`config.mk`:
```
export PLATFORM = sky130hd
export DESIGN_NAME = byte_packer
export DESIGN_NICKNAME = d
export VERILOG_FILES = /design/src/rtl/pipe_pkg.sv /design/src/rtl/packer_out_reg.sv /design/src/rtl/byte_packer.sv
export SDC_FILE = /design/constraint.sdc
export NUM_CORES = 1
export LEC_CHECK = 0
export CAP_MARGIN = 20
export CORE_MARGIN = 2
export CORE_UTILIZATION = 48
export DETAILED_ROUTE_END_ITERATION = 12
export GPL_TIMING_DRIVEN = 0
export PLACE_DENSITY = 0.75
export SYNTH_ARGS = -nofsm -noshare
export SYNTH_HDL_FRONTEND = slang
export SYNTH_SLANG_ARGS = --single-unit
```
`constraint.sdc`:
```
create_clock -name clk -period 1.9 [get_ports clk]
set_clock_uncertainty 0.15 [all_clocks]
set_input_delay 0.57 -clock clk [delete_from_list [all_inputs] [get_ports clk]]
set_output_delay 0.57 -clock clk [all_outputs]
set_load 0.02 [all_outputs]
```
`src/rtl/pipe_pkg.sv`:
```
// pipe_pkg: shared types and constants for the byte packing datapath
package pipe_pkg;
    typedef enum logic {ACCUM, HOLD} packer_state_t;
    localparam int LANES_MAX = 8;
    localparam int BYTE_W = 8;
endpackage

```
`src/rtl/packer_out_reg.sv`:
```
// packer_out_reg: single-entry valid/ready output register with load strobe and free indication
module packer_out_reg #(
    parameter int W = 37
) (
    input  logic         clk,
    input  logic         rst,
    input  logic         load,
    input  logic [W-1:0] d,
    input  logic         ready,
    output logic         valid,
    output logic [W-1:0] q,
    output logic         free
);
    assign free = !valid || ready;
    // load wins over drain so a simultaneous load and handshake gives back-to-back words
    always_ff @(posedge clk) begin
        if (!rst) begin
            valid <= 1'b0;
            q     <= '0;
        end else if (load) begin
            valid <= 1'b1;
            q     <= d;
        end else if (ready) begin
            valid <= 1'b0;
        end
    end
endmodule

```
`src/rtl/byte_packer.sv`:
```
// byte_packer: packs 8-bit beats into LANES-byte words; BYTE_PACKER_FLUSH_EN enables in_last flush
module byte_packer
    import pipe_pkg::*;
#(
    parameter int LANES = 4
) (
    input  logic                  clk,
    input  logic                  rst,
    input  logic [BYTE_W-1:0]     in,
    input  logic                  in_valid,
    output logic                  in_ready,
    input  logic                  in_last,
    output logic [BYTE_W*LANES-1:0] out,
    output logic                  out_valid,
    input  logic                  out_ready,
    output logic [LANES-1:0]      out_keep,
    output logic                  out_last
);
    localparam int CW = $clog2(LANES);
    localparam int DW = BYTE_W * LANES;

    if ((LANES < 2) || (LANES > LANES_MAX)) begin : g_bad_lanes
        $error("byte_packer: LANES must be in 2..8");
    end

    packer_state_t          state, state_n;
    logic [DW-1:0]          acc, acc_n, merged, ld_word;
    logic [CW-1:0]          cnt, cnt_n;
    logic [LANES-1:0]       keep_mask;
    logic                   flush_in, out_free, load, ld_last, last_cnt, xfer, complete, hold;

`ifdef BYTE_PACKER_FLUSH_EN
    assign flush_in = in_last;
`else
    logic unused_last;
    assign unused_last = in_last;
    assign flush_in = 1'b0;
`endif

    assign hold     = state == HOLD;
    assign last_cnt = cnt == CW'(LANES - 1);
    assign in_ready = hold ? 1'b0 : (last_cnt ? out_free : 1'b1);
    assign xfer     = in_valid && in_ready;
    assign complete = last_cnt || flush_in;

    // accumulator with the incoming byte merged at lane cnt; lanes beyond cnt forced to zero
    always_comb begin
        merged    = '0;
        keep_mask = '0;
        for (int i = 0; i < LANES; i++) begin
            merged[BYTE_W*i +: BYTE_W] = (i == int'(cnt)) ? in :
                                         (i < int'(cnt)) ? acc[BYTE_W*i +: BYTE_W] : '0;
            keep_mask[i] = i <= int'(cnt);
        end
    end

    // next-state: complete words go straight out when free, otherwise a flushed partial waits in HOLD
    always_comb begin
        load    = hold ? out_free : (xfer && complete && out_free);
        ld_last = hold || flush_in;
        ld_word = hold ? acc : merged;
        state_n = hold ? (out_free ? ACCUM : HOLD) : ((xfer && complete && !out_free) ? HOLD : ACCUM);
        cnt_n   = load ? '0 : ((xfer && !complete) ? cnt + CW'(1) : cnt);
        acc_n   = load ? '0 : (xfer ? merged : acc);
    end

    // state, lane counter and accumulator registers
    always_ff @(posedge clk) begin
        if (!rst) begin
            state <= ACCUM;
            cnt   <= '0;
            acc   <= '0;
        end else begin
            state <= state_n;
            cnt   <= cnt_n;
            acc   <= acc_n;
        end
    end

    packer_out_reg #(.W(DW + LANES + 1)) u_out_reg (
        .clk   (clk),
        .rst   (rst),
        .load  (load),
        .d     ({ld_word, keep_mask, ld_last}),
        .ready (out_ready),
        .valid (out_valid),
        .q     ({out, out_keep, out_last}),
        .free  (out_free)
    );
endmodule
```
**Word level (Yosys, flattened, before mapping)**

Cells that the tools add are included.

- Flip-flop bits (word level): 73
- Word-level logic and storage cells: 45
- Bits of input ports: 13

- Bitwise logic cells: 1
- Equal/unequal tests: 4
- Reductions and logical operators: 12
- Add/subtract/negate cells: 1
- Muxes and demuxes: 16
- $lt $le $gt $ge: 6

Operators by type and width:

| operator | number |
|---|---|
| $mux 8 | 7 |
| $mux 32 | 1 |
| $mux 1 | 8 |
| $logic_and 1x1->1 | 5 |
| $eq 2x2->1 const A | 2 |
| $le 2x2->1 const A | 2 |
| $lt 1x2->1 const A | 2 |
| $logic_not 1->1 | 3 |
| $add 2x1->2 const B | 1 |
| $eq 1x2->1 const A | 1 |
| $eq 2x2->1 const B | 1 |
| $le 1x2->1 const A | 1 |
| $logic_not 2->1 | 1 |
| $lt 2x2->1 const A | 1 |
| $reduce_bool 2->1 | 1 |
| $reduce_or 2->1 | 1 |
| $logic_or 1x1->1 | 1 |
| $not 1->1 | 1 |

**Logic depth before layout (Yosys ltp)**

- Word-level depth: 9
- Gate-level depth with buffers: 7
- Mapped depth without buffers: 5

**By module**

A second synthesis with hierarchy kept.

- Cells, all modules: 377
- Area total of the unflattened synthesis: 3485.8 sq um

By module, submodules not included:

| module | instances | area each (sq um) | cells an instance | sequential area each (sq um) |
|---|---|---|---|---|
| byte_packer | 1 | 2030.7 | 254 | 700.7 |
| packer_out_reg | 1 | 1455.1 | 123 | 760.7 |

**Worst setup path before layout**

Ideal clock, no wire load.

- Kind: reg2out
- Start: register cnt[0]
- End: output in_ready
- Stages on the path, launching flop included: 7
- Required time: 1.180 ns
- Slack: -0.226 ns
- Arrival: 1.406 ns
- Path buffers: 3
- Path through: dfxtp_1 -> ha_1 -> buf_2 -> and3b_1 -> buf_2 -> buf_2 -> nor2_1

- Cells in the longest elaborated chain, start to end: 3

RTL lines:

| what | RTL line | RTL |
|---|---|---|
| from (decl) | byte_packer.sv:28 | `logic [CW-1:0] cnt, cnt_n;` |
| from (signal assigned) | byte_packer.sv:75 | `cnt <= cnt_n;` |
| $eq 2x2->1 | byte_packer.sv:41 | `assign last_cnt = cnt == CW'(LANES - 1);` |
| net complete | byte_packer.sv:30 | `logic flush_in, out_free, load, ld_last, last_cnt, xfer, complete, hold;` |
| $mux 1 (2 in series) | byte_packer.sv:42 | `assign in_ready = hold ? 1'b0 : (last_cnt ? out_free : 1'b1);` |
| to (decl) | byte_packer.sv:11 | `output logic in_ready,` |

The timed path passes the listed nets, and every way through them passes these cells.

**Worst setup path in the final report**

- Start: register cnt[1]
- End: output in_ready

Same word-level chain as after synthesis.

==> flow_metrics.env <==
export IMPL_dieArea_um2=7620
export IMPL_combPwrFrac_pct=11.7
export IMPL_ys_flop_type="dfxtp_1"
export IMPL_pwr_density_cell_nw_per_um2=805
export IMPL_clockBufferDepth=2
export IMPL_final_core_utilization_pct=62.6
export IMPL_stdcell_count=528
export IMPL_async_flop_share_pct=0
export IMPL_syn_nets=402
export IMPL_hpwl_mm=6.21
export IMPL_place_inst=505
export IMPL_antenna_cells=0
export IMPL_cp_start_kind="flip-flop"
export IMPL_routed_via_count=3190
export IMPL_drv_cap=0
export IMPL_final_cell_mix="dfxtp_1, a21oi_1, dlygate4sd2_1"
export IMPL_overflow=0
export IMPL_antenna_found_initial=0
export IMPL_die_w_um=87.3
export IMPL_ios=52
export IMPL_first_pass_iters=5
export IMPL_synthDistinctLibCells=38
export IMPL_final_antenna_net_count=0
export IMPL_rsz0062_at_grt="true"
export IMPL_io_buffers=42
export IMPL_drt_initial_drc_count=337
export IMPL_drt_total_wl_mm=9.55
export IMPL_viasPerCell=6.04
export IMPL_grt_max_degree=13
export IMPL_clkSinkCount=73
export IMPL_fin_crit_sh_pct=111
export IMPL_track_usage_pct=26.1
export IMPL_syn_area_per_cell_um2=8.70
export IMPL_power_switching_uw=864
export IMPL_finalHoldViolCount=0
export IMPL_postCtsHoldBufs=0
export IMPL_ff2ff_setup_slack_ns=0.08
export IMPL_cts_tree="built"
export IMPL_fmax_mhz=474
export IMPL_max_slew_margin_pct=57.8
export IMPL_p_leak_uw=0.00166
export IMPL_ys_seq_elements=73
export IMPL_core_area_um2=6760
export IMPL_root_buffer="clkbuf_8"
export IMPL_required_ns=1.18
export IMPL_path_max_fanout=2
export IMPL_endpoint_kind="output pin"
export IMPL_slowest_stage="dfxtp_4"
export IMPL_layout_min_cycle_time_ns=2.11
export IMPL_clock_latency_ns=0.36
export IMPL_critPathMostFrequentCell="buf_6"
export IMPL_yosysSeqAreaShare_pct=43.9
export IMPL_tightest_slew_ns=0.632
export IMPL_violations="setup timing"
export IMPL_p_int_uw=2540
export IMPL_cts_max_level=3
export IMPL_arrival_ns=1.39
export IMPL_hp_class="reg -> reg"
export IMPL_place_congestion=0.861
export IMPL_cts_buffers=9
export IMPL_die_h_um=87.3
export IMPL_setup_ws_ns=-0.210
export IMPL_grt_pass1_wl_mm=15.1
export IMPL_clkTransAtPathRegs_ns=0.08
export IMPL_swShare_pct=25.4
export IMPL_synth_area_um2=3330
export IMPL_area_growth_pct=26.9
export IMPL_cp_cell_sequence="ha_4 -> and3b_2 -> buf_6 -> nor2_4 -> buf_6"
export IMPL_p_seq_share_pct=46.9
export IMPL_p_clk_share_pct=41.4
export IMPL_final_common_cell="dfxtp_1"
export IMPL_status="complete, but fails checks"
export IMPL_synth_warnings=0
export IMPL_synth_area_top_cells="dfxtp_1, a21oi_1, o21ai_0, a311oi_1, a211oi_1"
export IMPL_grt_pass1_vias=2897
export IMPL_synth_top_cell_by_area="dfxtp_1"
export IMPL_drc=0
export IMPL_synth_edff_count=0
export IMPL_syn_inst=383
export IMPL_start_util_pct=49.3
export IMPL_rows=30
export IMPL_finalSetupViolations=1
export IMPL_fillers=608
export IMPL_slowest_delay_ns=0.36
export IMPL_final_layout_size_suffix_gt1_share_pct=18.5
export IMPL_crit_type="reg -> out"
export IMPL_ir_worst_vdd_mv=0.490
export IMPL_nets=462
export IMPL_wire_per_inst_um=18.1
export IMPL_synth_top_area_share_pct=43.9
export IMPL_slew_viol_final=0
-- worst max-delay path: cells and delay by family (launching register included) --
kind                     cells  cell delay (ns)
AND/OR/NAND/NOR              2             0.28
flip-flops                   1             0.36
adder cells (fa/ha/maj)      1             0.16
buffers and inverters        2             0.23
-- stage by stage --
step | setup TNS, ns | setup slack [ns] | hold WS (ns) | instance area [um^2] | power (uW)
after detailed placement | -34.50 | -1.06 | 0.307 | 3880 | 2000
after global routing | -0.245 | -0.227 | 0.327 | 4230 | 3500
after floorplan | -0.0131 | -0.0131 | 0.295 | 3360 | 1890
final | -0.210 | -0.210 | 0.319 | 4230 | 3400
after global placement | -33.79 | -1.05 | 0.302 | 3880 | 1990
after CTS | -0.203 | -0.203 | 0.319 | 4120 | 3380
-- worst paths after layout --
kind,startpoint,cells after the start,to
max,cnt[1],5,in_ready
min,u_out_reg.q[1],1,u_out_reg.q[1]
max reg2reg,cnt[1],7,acc[11]
min reg2reg,u_out_reg.q[1],1,u_out_reg.q[1]
-- area by class of cell --
class	count	area, um^2	share of cell area (%)
clock inverter	4	73.8	1.75
multi-input combinational	255	1650	39.1
sequential	73	1470	34.8
inverter	3	11.3	0.266
clock buffer	12	155	3.67
tap	80	100	2.37
buffer	49	302	7.13
timing repair buffer	52	460	10.9
-- synth_stat cells (16+ instances only) --
cell and number:
a311oi_1 16, clkbuf_1 16, nand3_1 25, a21oi_1 69, buf_2 18, dfxtp_1 73
nand2_1 18, o31ai_1 16, a211oi_1 17, o21ai_0 35
-- power groups by stage --
stage	Combinational (uW)	Sequential [uW]	Clock, uW
finish	397	1600	1410
global route	432	1600	1460
CTS	373	1600	1410
detailed placement	366	1640	0
global placement	361	1630	0
floorplan	238	1650	0
-- registers in the layout, summed over array words and instances (netlist names) --
name / flops
u_out_reg.q: 37
acc: 32
cnt: 2
hold: 1
u_out_reg.valid: 1
-- cells by family (layout without fill, tap and decap cells) --
family                   count (synthesis)  count (layout)  synth area share [%]
flip-flops                              73              73                  43.9
adder cells (fa/ha/maj)                  6               6                  2.25
AND/OR/NAND/NOR                         74              74                  12.0
buffers and inverters                   55             120                  8.64
XOR/XNOR                                 1               1                 0.263
multiplexers                             8               8                  2.40
AO/OA/AOI/OAI                          166             166                  30.5
-- layer usage --
layer,global-route usage [%],share of wire (%),up-vias
met5,0,0,-
li1,-,-,1533
met4,12.6,2.1,0
met3,4.45,7.6,18
met2,39.8,47,141
met1,35.7,44,1498
-- what timing repair did --
| action | 4_1_cts | 5_1_grt |
|---|---|---|
| resized for setup | 61 | 20 |
| endpoints found under the setup margin | 104 | 28 |
| hold endpoints to repair | 0 | 0 |
| gates cloned | 0 | 0 |
| setup buffers | 5 | 5 |
| pin swaps | 2 | 4 |
No activity file was read; power rests on OpenSTA's default activity.
